<file path="src/rtl/ca_row_engine_if.sv">
`default_nettype none
// ------------------------------------------------------------------
// ca_row_engine_if : control request and image-RAM port bundle
// Rev 1.0
// ------------------------------------------------------------------
interface ca_row_engine_if #(
  parameter int WORD_W = 16,
  parameter int ADDR_W = 5
);
  logic              start;
  logic              mode;
  logic              direction;
  logic [7:0]        rule;
  logic              read;
  logic [ADDR_W-1:0] raddr;
  logic [WORD_W-1:0] rdata;
  logic              write;
  logic [ADDR_W-1:0] waddr;
  logic [WORD_W-1:0] wdata;
  logic              busy;
  logic              done;

  modport slave (
    input  start, mode, direction, rule, rdata,
    output read, raddr, write, waddr, wdata, busy, done
  );

  modport master (
    output start, mode, direction, rule, rdata,
    input  read, raddr, write, waddr, wdata, busy, done
  );
endinterface
`default_nettype wire

</file>
<file path="src/rtl/ca_row_engine.sv">
`default_nettype none
// ------------------------------------------------------------------
// ca_row_engine : elementary CA row evolve / centre-seed engine
// Rev 1.0
// ------------------------------------------------------------------
module ca_row_engine #(
  parameter int WORD_W = 16,
  parameter int WORDS  = 16,
  parameter int WRAP   = 1
) (
  input  wire logic      clk,
  input  wire logic      rst,
  ca_row_engine_if.slave bus
);
  localparam int IDX_W  = $clog2(WORDS);
  localparam int ADDR_W = 1 + IDX_W;
  localparam logic [IDX_W:0] C_LAST = (IDX_W+1)'(WORDS);
  localparam logic [IDX_W:0] C_HALF = (IDX_W+1)'(WORDS / 2);
  localparam logic [IDX_W:0] C_ONE  = (IDX_W+1)'(1);
  localparam logic [IDX_W:0] C_TWO  = (IDX_W+1)'(2);

  typedef enum logic [2:0] {
    S_IDLE  = 3'd0,
    S_PRE   = 3'd1,
    S_RUN   = 3'd2,
    S_FLUSH = 3'd3,
    S_SEED  = 3'd4
  } state_t;

  state_t            r_state;
  logic [7:0]        r_rule;
  logic              r_dir;
  logic [IDX_W:0]    r_idx;
  logic              r_left;
  logic [WORD_W-1:0] r_cur;
  logic              r_bit0;
  logic              r_read;
  logic              r_write;
  logic              r_busy;
  logic              r_done;
  logic [ADDR_W-1:0] r_raddr;
  logic [ADDR_W-1:0] r_waddr;
  logic [WORD_W-1:0] r_wdata;

  logic              w_right;
  logic [WORD_W+1:0] w_ext;
  logic [WORD_W-1:0] w_word;
  logic [IDX_W-1:0]  w_widx;

  // Window {right, current word, left}; cell i sees ext[i+2:i] as {r, c, l}.
  always_comb begin
    w_right = bus.rdata[0];
    if (r_state == S_FLUSH)
      w_right = (WRAP != 0) && r_bit0;
    w_ext  = {w_right, r_cur, r_left};
    w_word = '0;
    for (int i = 0; i < WORD_W; i++)
      w_word[i] = r_rule[{w_ext[i], w_ext[i+1], w_ext[i+2]}];
  end

  assign w_widx = r_idx[IDX_W-1:0] - IDX_W'(2);

  assign bus.read  = r_read;
  assign bus.raddr = r_raddr;
  assign bus.write = r_write;
  assign bus.waddr = r_waddr;
  assign bus.wdata = r_wdata;
  assign bus.busy  = r_busy;
  assign bus.done  = r_done;

  always_ff @(posedge clk or posedge rst) begin
    if (rst) begin
      r_state <= S_IDLE;
      r_rule  <= '0;
      r_dir   <= 1'b0;
      r_idx   <= '0;
      r_left  <= 1'b0;
      r_cur   <= '0;
      r_bit0  <= 1'b0;
      r_read  <= 1'b0;
      r_write <= 1'b0;
      r_busy  <= 1'b0;
      r_done  <= 1'b0;
      r_raddr <= '0;
      r_waddr <= '0;
      r_wdata <= '0;
    end else begin
      r_done <= 1'b0;
      case (r_state)
        S_IDLE: begin
          if (bus.start && !r_done) begin
            r_rule <= bus.rule;
            r_dir  <= bus.direction;
            r_busy <= 1'b1;
            r_idx  <= '0;
            if (bus.mode) begin
              r_state <= S_SEED;
              r_write <= 1'b1;
              r_waddr <= {~bus.direction, {IDX_W{1'b0}}};
              r_wdata <= '0;
              r_idx   <= C_ONE;
            end else begin
              r_state <= S_PRE;
              r_read  <= 1'b1;
              r_raddr <= {bus.direction, {IDX_W{1'b1}}};
            end
          end
        end
        S_PRE: begin
          r_cur   <= (WRAP != 0) ? bus.rdata : '0;
          r_raddr <= {r_dir, {IDX_W{1'b0}}};
          r_idx   <= C_ONE;
          r_state <= S_RUN;
        end
        S_RUN: begin
          // r_idx equals the index of the word arriving on rdata plus one.
          r_left <= r_cur[WORD_W-1];
          r_cur  <= bus.rdata;
          if (r_idx == C_ONE)
            r_bit0 <= bus.rdata[0];
          if (r_idx >= C_TWO) begin
            r_write <= 1'b1;
            r_waddr <= {~r_dir, w_widx};
            r_wdata <= w_word;
          end
          if (r_idx == C_LAST) begin
            r_read  <= 1'b0;
            r_idx   <= '0;
            r_state <= S_FLUSH;
          end else begin
            r_raddr <= {r_dir, r_idx[IDX_W-1:0]};
            r_idx   <= r_idx + C_ONE;
          end
        end
        S_FLUSH: begin
          if (r_idx == '0) begin
            r_waddr <= {~r_dir, {IDX_W{1'b1}}};
            r_wdata <= w_word;
            r_idx   <= C_ONE;
          end else begin
            r_write <= 1'b0;
            r_busy  <= 1'b0;
            r_done  <= 1'b1;
            r_state <= S_IDLE;
          end
        end
        S_SEED: begin
          if (r_idx == C_LAST) begin
            r_write <= 1'b0;
            r_busy  <= 1'b0;
            r_done  <= 1'b1;
            r_state <= S_IDLE;
          end else begin
            r_waddr <= {~r_dir, r_idx[IDX_W-1:0]};
            r_wdata <= (r_idx == C_HALF) ? WORD_W'(1) : '0;
            r_idx   <= r_idx + C_ONE;
          end
        end
        default: r_state <= S_IDLE;
      endcase
    end
  end
endmodule
`default_nettype wire

</file>
<file path="src/flat_wrapper.sv">
// flat-port wrapper written by rule: the top's interface ports become plain ports
module ca_row_engine_flat 
#(
  parameter int WORD_W = 16,
  parameter int WORDS  = 16,
  parameter int WRAP   = 1
)
  (clk, rst, bus_start, bus_mode, bus_direction, bus_rule, bus_rdata, bus_read, bus_raddr, bus_write, bus_waddr, bus_wdata, bus_busy, bus_done);
  ca_row_engine_if #(.WORD_W(WORD_W), .ADDR_W((5))) bus_i ();
  input  wire logic clk;
  input  wire logic rst;
  input wire logic [$bits(bus_i.start)-1:0] bus_start;
  input wire logic [$bits(bus_i.mode)-1:0] bus_mode;
  input wire logic [$bits(bus_i.direction)-1:0] bus_direction;
  input wire logic [$bits(bus_i.rule)-1:0] bus_rule;
  input wire logic [$bits(bus_i.rdata)-1:0] bus_rdata;
  output wire logic [$bits(bus_i.read)-1:0] bus_read;
  output wire logic [$bits(bus_i.raddr)-1:0] bus_raddr;
  output wire logic [$bits(bus_i.write)-1:0] bus_write;
  output wire logic [$bits(bus_i.waddr)-1:0] bus_waddr;
  output wire logic [$bits(bus_i.wdata)-1:0] bus_wdata;
  output wire logic [$bits(bus_i.busy)-1:0] bus_busy;
  output wire logic [$bits(bus_i.done)-1:0] bus_done;
  assign bus_i.start = bus_start;
  assign bus_i.mode = bus_mode;
  assign bus_i.direction = bus_direction;
  assign bus_i.rule = bus_rule;
  assign bus_i.rdata = bus_rdata;
  assign bus_read = bus_i.read;
  assign bus_raddr = bus_i.raddr;
  assign bus_write = bus_i.write;
  assign bus_waddr = bus_i.waddr;
  assign bus_wdata = bus_i.wdata;
  assign bus_busy = bus_i.busy;
  assign bus_done = bus_i.done;
  ca_row_engine #(.WORD_W(WORD_W), .WORDS(WORDS), .WRAP(WRAP)) u_core (.clk(clk), .rst(rst), .bus(bus_i));
endmodule
</file>
<file path="config.mk">
export PLATFORM = sky130hd
export DESIGN_NAME = ca_row_engine_flat
export DESIGN_NICKNAME = d
export VERILOG_FILES = /design/src/rtl/ca_row_engine_if.sv /design/src/rtl/ca_row_engine.sv /design/src/flat_wrapper.sv
export SDC_FILE = /design/constraint.sdc
export NUM_CORES = 1
export LEC_CHECK = 0
export BUFFER_PORTS_ARGS = -buffer_cell sky130_fd_sc_hd__buf_2
export CORE_ASPECT_RATIO = 1.5
export CORE_MARGIN = 10
export CORE_UTILIZATION = 25
export CTS_CLUSTER_SIZE = 14
export DETAILED_ROUTE_END_ITERATION = 8
export SYNTH_ARGS = -nofsm -noshare
export SYNTH_HDL_FRONTEND = slang
export SYNTH_SLANG_ARGS = --single-unit
export TNS_END_PERCENT = 100
</file>
<file path="constraint.sdc">
create_clock -name clk -period 2.5 [get_ports clk]
set_clock_uncertainty 0.1 [all_clocks]
set_input_delay 0.125 -clock clk [delete_from_list [all_inputs] [get_ports clk]]
set_output_delay 0.125 -clock clk [all_outputs]
set_load 0.005 [all_outputs]
</file>
After elaboration in Yosys (flattened, before gate mapping) --
Index checks and enable logic that the tools add are counted.
Word-level totals: register bits 65, bits of input ports 29, output and inout bits 30, logic and storage cells 147
Operators by class: add/sub/neg operators 2, equality and inequality tests 17, reductions and logical operators 19, muxes and demuxes 76, bitwise operators 2, $lt $le $gt $ge 17
Operator list (count):
- $mux W16 | 5
- $lt A3 B4 Y1 const B | 16
- $pmux W16 S4 | 1
- $mux W5 | 12
- $bmux W1 S3 | 16
- $mux W1 | 29
- $pmux W5 S5 | 1
- $pmux W5 S4 | 1
- $reduce_and A4 Y1 | 5
- $mux W3 | 5
- $pmux W3 S5 | 1
- $pmux W5 S3 | 1
- $ne A2 B2 Y1 const B | 6
- $reduce_and A6 Y1 | 2
- $ne A2 B1 Y1 const B | 4
- $eq A3 B2 Y1 const B | 2
- $reduce_bool A3 Y1 | 2
- $add A5 B1 Y5 const B | 1
- $eq A5 B1 Y1 const B | 1
- $eq A5 B4 Y1 const B | 1
- $eq A5 B5 Y1 const B | 1
- $ge A5 B2 Y1 const B | 1
- $logic_not A5 Y1 | 1
- $reduce_bool A5 Y1 | 1
- other kinds (14) | 17

Logic depth before layout (Yosys ltp) --
Gate-level depths: netlist of the first run.
word-level depth 6, gate-level depth with buffers 9, depth with buffers taken out 7

Worst setup path before layout of the first run --
No wires, ideal clock.
path kind register to register, from reg u_core.r_idx[2], to reg u_core.r_waddr[0] (netlist: u_core.bus.waddr[0]), buffers on the path 2, arrival time 1.996 ns, library setup time 0.125 ns, stages on the path, launching flop included 10, clock period less this slack 2.221 ns, slack 0.279 ns, path through dfrtp_1 > buf_6 > inv_1 > ha_1 > nand2b_1 > a2111oi_4 > o32a_1 > o21bai_4 > buf_12 > mux2_4
On the way: longest elaborated chain between the ends 3, elaborated cells on any way between the ends 7, those cells by class 1 x order compare; 4 x eq/ne; 2 x reduce/logical
Ends and longest elaborated chain:
- from (decl) | line ca_row_engine.sv:33 | logic [IDX_W:0] r_idx;
- from (signal assigned) | line ca_row_engine.sv:132 | r_idx <= r_idx + C_ONE;
- from (signal assigned) | line ca_row_engine.sv:156 | r_idx <= r_idx + C_ONE;
- $ge A5 B2 Y1, or another cell as far along | line ca_row_engine.sv:121 | if (r_idx >= C_TWO) begin
- $ne A2 B1 Y1 (no source line) or $ne A2 B2 Y1 (tied branches)
- $reduce_and A6 Y1 (no source line) (*)
- to (signal assigned) | line ca_row_engine.sv:123 | r_waddr <= {~r_dir, w_widx};
- to (signal assigned) | line ca_row_engine.sv:137 | r_waddr <= {~r_dir, {IDX_W{1'b1}}};
- to (signal assigned) | line ca_row_engine.sv:154 | r_waddr <= {~r_dir, r_idx[IDX_W-1:0]};
- to (decl) | line ca_row_engine.sv:42 | logic [ADDR_W-1:0] r_waddr;
Mark *: on every way between the ends. The rest lies on a longest branch, timed or not. A chain may end at the register's enable or synchronous reset.

Worst setup path in the final report of the first run --
from reg u_core.r_idx[1], to reg u_core.r_waddr[4] (netlist: u_core.bus.waddr[4])
Same word-level chain as after synthesis.

==> reports/metrics.cfg, run 1 <==
[route]
drcViolationCount = 0
via_per_inst = 4.84
detail_route.iter0.violations = 159
drt_pre_antenna_iters = 5
vias = 2979
postRouteAntennaNets = 0
routed_wirelength_microns = 11000
routed_length_per_placed_instance_microns = 17.9

[timing]
final-hold-violation-count = 0
timing.final.ws_setup_ns = 0.122
layout_min_cycle_time_ns = 2.38
grt_setup_unrepaired = false
number_of_setup_violations_in_the_final_report = 0
smallest_hold_slack_ns = 0.0441
max_freq_mhz = 420
max_slew_margin_pct = 58.4
tightest_slew_ns = 0.618
drv_slew = 0
fin_tns_setup_ns = 0
fin_crit_sh_pct = 95.1

[yosys]
synth_xor_area_share_pct = 0.420
asr_flop_ratio_synth_pct = 100
most_area_hungry_cell_type_in_the_yosys_netlist = sky130_fd_sc_hd__dfrtp_1
post_synth.cell_area_avg_sq_um = 12.5
synth_nets = 370
synth-seq-cells = 65
synth_top_family_by_area = multiplexers
syn_area_sq_um = 4180
yosys-mux-area-fraction_pct = 36.8
synthTopCellsByArea = sky130_fd_sc_hd__dfrtp_1 39%, sky130_fd_sc_hd__mux4_2 17%, sky130_fd_sc_hd__mux2_2 8.1%
synth-simple-area-share_pct = 9.62
yosys_warnings = 0
post_synth_fa_ha_maj_area_fraction_pct = 1.80
postSynthCellCount = 335
synthDistinctLibCells = 45
ys_dominant_reg_cell = sky130_fd_sc_hd__dfrtp_1
synth_top_cell_area_share_pct = 39.0
synth_seq_area_share_pct = 39.0
synth_compound_area_share_pct = 6.92
count_of_flip_flops_with_a_built_in_enable_after_synthesis = 0

[power_and_ir_drop]
power.switching_mw = 2.53
power.combinational.fraction_pct = 48.0
irDropWorstVdd_mv = 0.479
power_frac_seq_pct = 33.3
p_sw_share_pct = 37.6
power.leakage_nw = 2.28
design_power_total_mw = 6.73
power_density_nw_per_um2 = 1300
clkPwrFrac_pct = 18.7
power.internal_mw = 4.20

[layout]
final_cell_count_no_fill = 616
layout_cell_area_excl_fill_sq_um = 5200
antennaDiodeCount = 0
synthToLayoutAreaGrowth_pct = 24.5
post_route_cells_drive_above_1_share_pct = 43.9
layout.nets = 440
final_common_cell = sky130_fd_sc_hd__dfrtp_1
utilization_pct = 31.8
mostFrequentLayoutCells = 65 x sky130_fd_sc_hd__dfrtp_1, 58 x sky130_fd_sc_hd__buf_2, 34 x sky130_fd_sc_hd__nor2_1

[cts]
cts.sinks = 65
clock_slew_at_the_register_clock_pins_of_the_worst_setup_and_hold_paths_ns = 0.06
numCtsBuffers = 9
worstSkewPairLatency_ns = 0.34
ctsRootBufferMaster = sky130_fd_sc_hd__clkbuf_16
gates_resized_cts_repair = 0
cts_max_level = 3
clock_tree.buffer_depth = 2
post-cts-setup-buffers = 0
cts_tree = done

[setup_path]
worst-endpoint-arrival_ns = 2.50
critical_path.startpoint_type = register
timing.critical_path.to_type = register
worstSetupPathType = reg -> reg
path_max_fanout = 21
required_ns = 2.62

[flow_run]
max-cap-violations = 0

[grt]
grt_util_all_layers_pct = 10.1
grt_overflow_total = 0
grt_start_max_net_pins = 39
grt_antenna_before_repair = 0
grt_pass1_wl_microns = 18000
first_global_vias = 3251

[placed_design]
place.detailed.hpwl_microns = 8230
area_after_detailed_placement_sq_um = 4640
post-place-cells = 574
routability_congestion_estimate = 0.856
place_worst_setup_slack_ns = 0.158
port_buffers = 58

[die]
rows = 57
design.core.area_sq_um = 16300
die_width_microns = 126
top_level_ports = 59
die_h_microns = 178
dieArea_sq_um = 22400
start_util_pct = 25.6

[hold_path]
hold_class = in -> reg

[run_status]
run_status = finished clean

==> synth_stat cells, drive strengths merged (2+ instances only) <==
master  instances
and2            2
a31oi           8
buf            14
mux2           50
mux2i          20
nand3b          3
ha              6
nand2b          4
o22ai           3
nor2           36
nand4           2
clkbuf         24
mux4           31
nand2          11
o21ai          11
o21bai          2
inv             6
nor3b           3
a21oi           9
nand3           7
nor2b           5
dfrtp          65
==> flip-flops by register name (all words and copies together) (netlist names) <==
name,cells
u_core.r_dir,1
u_core.bus.wdata,16
u_core.r_rule,8
u_core.r_state,3
u_core.r_cur,16
u_core.bus.busy,1
u_core.r_left,1
u_core.bus.read,1
u_core.bus.write,1
u_core.r_bit0,1
u_core.bus.raddr,5
u_core.r_idx,5
u_core.bus.done,1
u_core.bus.waddr,5
==> layer usage <==
metal | GRT usage (%) | wire (microns) | share of wire, %
met1 | 10.6 | 4030 | 37
met2 | 18.4 | 6220 | 56
met3 | 2.79 | 465 | 4.2
met4 | 4.38 | 312 | 2.8
met5 | 0 | 0 | 0
==> power by group through the flow <==
stage          Sequential [mW]  Combinational (mW)  Clock [mW]
2_1_floorplan             1.68                3.10           0
3_3_place_gp              2.21                3.16           0
3_5_place_dp              2.26                3.23           0
4_1_cts                   2.25                3.28        1.29
5_1_grt                   2.35                3.51        1.34
6_report                  2.24                3.23        1.26
==> layout make-up <==
cell class | instances | area, sq um
clock buffer | 9 | 225
multi-input combinational | 226 | 2320
timing repair buffer | 97 | 673
fill | 1625 | 11100
sequential | 65 | 1630
inverter | 6 | 22.5
tap | 206 | 258
clock inverter | 7 | 70.1
==> critical path, stage by stage (launching register included) <==
cell                        delay [ns]
sky130_fd_sc_hd__dfrtp_1          0.44
sky130_fd_sc_hd__inv_1            0.15
sky130_fd_sc_hd__ha_1             0.19
sky130_fd_sc_hd__nand2b_1         0.11
sky130_fd_sc_hd__a2111oi_4        0.34
sky130_fd_sc_hd__o32a_1           0.23
sky130_fd_sc_hd__o21bai_4         0.13
sky130_fd_sc_hd__buf_12           0.21
sky130_fd_sc_hd__mux2_2           0.35
==> cells by family after synthesis <==
group | after synthesis
multiplexers | 101
AND/OR/NAND/NOR | 77
flip-flops | 65
buffers and inverters | 44
AO/OA/AOI/OAI | 40
adder cells (fa/ha/maj) | 6
XOR/XNOR | 2
==> path summary, 6_finish.rpt <==
path / from / endpoint / slack [ns] / cells past startpoint
max in group asynchronous: rst / u_core.r_cur[12] / 1.38 / 4
setup / recovery: u_core.r_idx[1] / u_core.bus.waddr[4] / 0.12 / 8
hold reg to reg: u_core.bus.write / u_core.bus.write / 0.41 / 1
setup reg to reg: u_core.r_idx[1] / u_core.bus.waddr[4] / 0.12 / 8
hold / removal: bus_mode / u_core.r_state[2] / 0.04 / 3
min in group asynchronous: rst / u_core.bus.wdata[1] / 0.31 / 3
==> repair_timing <==
action / 4_1_cts / 5_1_grt
setup endpoints to repair: 0 / 1
hold buffers: 26 / 0
endpoints found under the hold margin: 53 / 0
Note: power is estimated with default switching activity, not from simulation.
==> run 2: changes to the inputs <==
--- a/config.mk
+++ b/config.mk
@@ -8,9 +8,11 @@
 export BUFFER_PORTS_ARGS = -buffer_cell sky130_fd_sc_hd__buf_2
 export CORE_ASPECT_RATIO = 1.5
 export CORE_MARGIN = 10
-export CORE_UTILIZATION = 25
+export CORE_UTILIZATION = 55
 export CTS_CLUSTER_SIZE = 14
 export DETAILED_ROUTE_END_ITERATION = 8
+export GPL_TIMING_DRIVEN = 0
+export PLACE_DENSITY = 0.77
 export SYNTH_ARGS = -nofsm -noshare
 export SYNTH_HDL_FRONTEND = slang
 export SYNTH_SLANG_ARGS = --single-unit
==> reports/metrics.cfg, run 2 (synthesis gave the netlist of run 1 again) <==
[cts]
numCtsBuffers = 9
clock_tree.buffer_depth = 2
clock_slew_at_the_register_clock_pins_of_the_worst_setup_and_hold_paths_ns = 0.07
ctsRootBufferMaster = sky130_fd_sc_hd__clkbuf_8
worstSkewPairLatency_ns = 0.36
cts_max_level = 3
cts_tree = done
cts.sinks = 65

[route]
postRouteAntennaNets = 0
detail_route.iter0.violations = 177
vias = 3060
routed_length_per_placed_instance_microns = 18.4
via_per_inst = 5.72
drcViolationCount = 0
routed_wirelength_microns = 9840
drt_pre_antenna_iters = 4

[power_and_ir_drop]
design_power_total_mw = 6.42
irDropWorstVdd_mv = 0.737
power_density_nw_per_um2 = 1270
power.leakage_nw = 2.27

[setup_path]
worstSetupPathType = reg -> reg
path_max_fanout = 10
worst-endpoint-arrival_ns = 2.50
critical_path.startpoint_type = register
required_ns = 2.64
timing.critical_path.to_type = register

[layout]
antennaDiodeCount = 0
layout.nets = 466
mostFrequentLayoutCells = 65 x sky130_fd_sc_hd__buf_2, 64 x sky130_fd_sc_hd__dfrtp_1, 35 x sky130_fd_sc_hd__nor2_1
final_common_cell = sky130_fd_sc_hd__buf_2
synthToLayoutAreaGrowth_pct = 21.0
post_route_cells_drive_above_1_share_pct = 42.1

[flow_run]
max-cap-violations = 0

[hold_path]
hold_class = in -> reg

[grt]
grt_pass1_wl_microns = 16200
grt_start_max_net_pins = 35
first_global_vias = 3143
grt_util_all_layers_pct = 17.5
grt_antenna_before_repair = 0
grt_overflow_total = 0

[die]
dieArea_sq_um = 11500
rows = 38
die_h_microns = 127
die_width_microns = 91.1
start_util_pct = 57.0
top_level_ports = 59
design.core.area_sq_um = 7320

[placed_design]
routability_congestion_estimate = 0.858
port_buffers = 58
place_worst_setup_slack_ns = 0.0827
place.detailed.hpwl_microns = 7040

[timing]
grt_setup_unrepaired = false
drv_slew = 0
final-hold-violation-count = 0
number_of_setup_violations_in_the_final_report = 0
max_freq_mhz = 423
layout_min_cycle_time_ns = 2.36
tightest_slew_ns = 0.750
timing.final.ws_setup_ns = 0.135
max_slew_margin_pct = 49.9
fin_crit_sh_pct = 94.6

[run_status]
run_status = finished clean

-- run 2: changes by cell type in the layout (fill, tap and decap cells not counted), sizes merged --
cell,change
inv,-1
clkinvlp,-1
clkbuf,+27
clkinv,-1
bufinv,-1
buf,+2
-- run 2: metrics by stage --
stage	cells	utilization, %	TNS (ns)	cell area [sq um]	hold WS (ns)
final	535	69.0	0	5050	0.0216
after global routing	535	69.0	0	5050	0.0403
after CTS	535	69.0	0	5050	0.00861
after detailed placement	494	63.0	0	4610	0.208
after global placement	493	62.7	-9.12	4590	0.257
after floorplan	335	-	0	4180	0.175
-- run 2: routing by layer --
metal,routed length (microns),GRT usage [%],part of all wire [%]
met4,225,7.77,2.3
met2,5510,31.3,56
met1,3640,19.3,37
met3,470,4.13,4.8
met5,0,0,0
-- run 2: what timing repair did --
action / 4_1_cts / 5_1_grt
setup endpoints to repair: 0 / 21
setup buffers: 0 / 0
endpoints found under the hold margin: 59 / 0
resized for setup: 0 / 4
hold buffers: 26 / 0
-- run 2: critical path, stage by stage (launching register included) --
cell                       delay [ns]
sky130_fd_sc_hd__dfrtp_1         0.47
sky130_fd_sc_hd__inv_2           0.12
sky130_fd_sc_hd__ha_1            0.20
sky130_fd_sc_hd__nor3b_4         0.35
sky130_fd_sc_hd__and2_4          0.24
sky130_fd_sc_hd__nor2_4          0.05
sky130_fd_sc_hd__o21bai_4        0.20
sky130_fd_sc_hd__buf_12          0.19
sky130_fd_sc_hd__mux2_4          0.30
-- run 2: where the power goes --
part	leakage (nW)	switching, mW	internal [mW]
registers	0.801	0.311	1.44
logic	1.37	1.73	2.10
clock network	0.0980	0.406	0.430
-- run 2: cell type report --
type	instances	area [sq um]
Multi-Input combinational cell	226	2320
Fill cell	564	2270
Sequential cell	65	1630
Timing Repair Buffer	85	571
Buffer	38	206
Clock buffer	12	165
Tap cell	100	125
Inverter	6	22.5
Clock inverter	3	15.0
-- run 2: path summary, 6_finish.rpt --
kind,end,slack (ns),cells after the start,startpoint
min,u_core.r_state[2],0.02,3,bus_mode
max in group asynchronous,u_core.r_idx[0],1.32,4,rst
min in group asynchronous,u_core.r_cur[7],0.35,3,rst
min reg2reg,u_core.bus.waddr[2],0.41,1,u_core.bus.waddr[2]
max reg2reg,u_core.bus.wdata[10],0.14,8,u_core.r_idx[1]
max,u_core.bus.wdata[10],0.14,8,u_core.r_idx[1]
==> run 3: changes to the inputs <==
==> constraint.sdc (replaced) <==
create_clock -name clk -period 2.9 [get_ports clk]
set_clock_uncertainty 0.1 [all_clocks]
set_input_delay 0.145 -clock clk [delete_from_list [all_inputs] [get_ports clk]]
set_output_delay 0.145 -clock clk [all_outputs]
set_load 0.005 [all_outputs]
==> reports/metrics.cfg, run 3 (synthesis gave the netlist of run 1 again) <==
[placed_design]
port_buffers = 58
place.detailed.hpwl_microns = 7040
routability_congestion_estimate = 0.858

[layout]
antennaDiodeCount = 0
multiInputGateArea_sq_um = 2320
nFillCells = 563
post_route_cells_drive_above_1_share_pct = 41.4
synthToLayoutAreaGrowth_pct = 21.0
layout.nets = 466
seq_area_sq_um = 1630
mostFrequentLayoutCells = 65 x sky130_fd_sc_hd__buf_2, 65 x sky130_fd_sc_hd__dfrtp_1, 35 x sky130_fd_sc_hd__nor2_1

[route]
vias = 3056
postRouteAntennaNets = 0
detail_route.iter0.violations = 164
drcViolationCount = 0
routed_length_per_placed_instance_microns = 18.3
via_per_inst = 5.71
drt_pre_antenna_iters = 5
routed_wirelength_microns = 9780

[setup_path]
required_ns = 3.03
critical_path.startpoint_type = register
worstSetupPathType = reg -> reg
ff2ff_path_depth = 8
path_max_fanout = 10
worst-endpoint-arrival_ns = 2.59
timing.critical_path.to_type = register

[cts]
numCtsBuffers = 9
cts.sinks = 65
cts_tree = done
gates_resized_cts_repair = 0
cts_max_level = 3
post-cts-setup-buffers = 0
ctsRootBufferMaster = sky130_fd_sc_hd__clkbuf_8
cts_hold_repair.buffers = 26
worstSkewPairLatency_ns = 0.36
clock_tree.buffer_depth = 2
clock_slew_at_the_register_clock_pins_of_the_worst_setup_and_hold_paths_ns = 0.07

[timing]
drv_slew = 0
layout_min_cycle_time_ns = 2.45
tightest_slew_ns = 0.750
number_of_setup_violations_in_the_final_report = 0
fin_tns_setup_ns = 0
fin_crit_sh_pct = 84.6
max_freq_mhz = 407
final-hold-violation-count = 0
max_slew_margin_pct = 49.9
grt_setup_unrepaired = false

[grt]
grt_overflow_total = 0
first_global_vias = 3143
grt_pass1_wl_microns = 16200
grt_antenna_before_repair = 0
grt_util_all_layers_pct = 17.5
grt_start_max_net_pins = 35

[hold_path]
hold_class = in -> reg
whs_path_depth = 3

[power_and_ir_drop]
irDropWorstVdd_mv = 0.635
design_power_total_mw = 5.52
power_density_nw_per_um2 = 1090
power.leakage_nw = 2.27

[die]
dieArea_sq_um = 11500
rows = 38
top_level_ports = 59
die_width_microns = 91.1
design.core.area_sq_um = 7320
start_util_pct = 57.0
die_h_microns = 127

[run_status]
run_status = finished clean

[flow_run]
max-cap-violations = 0

[run 3: cell types whose count changed in the layout (fill, tap and decap cells not counted)]
| cell | previous run | this run |
|---|---|---|
| sky130_fd_sc_hd__dfrtp_2 | 1 | 0 |
| sky130_fd_sc_hd__dfrtp_1 | 64 | 65 |
| sky130_fd_sc_hd__inv_1 | 3 | 5 |
| sky130_fd_sc_hd__and2_4 | 1 | 0 |
| sky130_fd_sc_hd__and2_2 | 0 | 1 |
| sky130_fd_sc_hd__inv_2 | 3 | 1 |
[run 3: area by class of cell]
class,instances,share of cell area (%)
clock buffer,12,3.27
timing repair buffer,85,11.3
multi-input combinational,226,45.9
buffer,38,4.09
inverter,6,0.446
clock inverter,3,0.297
tap,100,2.48
sequential,65,32.2
[run 3: final timing paths]
kind	slack, ns	endpoint	from
setup reg to reg	0.45	u_core.bus.wdata[10]	u_core.r_idx[1]
max in group asynchronous	1.70	u_core.r_cur[14]	rst
hold reg to reg	0.41	u_core.bus.waddr[2]	u_core.bus.waddr[2]
setup / recovery	0.45	u_core.bus.wdata[10]	u_core.r_idx[1]
min in group asynchronous	0.37	u_core.bus.read	rst
hold / removal	0.05	u_core.r_state[2]	bus_mode
[run 3: critical path: stages, from the launching register on]
cell and delay [ns]:
sky130_fd_sc_hd__dfrtp_1 0.47, sky130_fd_sc_hd__inv_1 0.16, sky130_fd_sc_hd__ha_1 0.22, sky130_fd_sc_hd__nor3b_4 0.34, sky130_fd_sc_hd__and2_2 0.27, sky130_fd_sc_hd__nor2_4 0.07, sky130_fd_sc_hd__o21bai_4 0.20, sky130_fd_sc_hd__buf_12 0.19
sky130_fd_sc_hd__mux2_4 0.30
[run 3: stage by stage]
step	instances	hold WS, ns	worst slack [ns]	util [%]	cell area [sq um]
after floorplan	335	0.195	0.679	-	4180
after global placement	493	0.277	0.235	62.7	4590
after detailed placement	494	0.228	0.483	63.0	4610
after CTS	535	0.0286	0.459	69.0	5050
after global routing	535	0.0626	0.317	69.0	5050
final	535	0.0478	0.446	69.0	5050
[run 3: where the power goes]
part           total, mW  switching [mW]  internal, mW
clock              0.717           0.347         0.371
sequential          1.50           0.265          1.24
combinational       3.30            1.49          1.81
[run 3: routing by layer]
metal  track usage, %  vias to the layer above  routed length, microns
li1                 -                     1416                       -
met1             19.3                     1537                    3590
met2             31.3                       89                    5540
met3             4.13                       14                     447
met4             7.77                        0                     209
met5                0                        -                       0
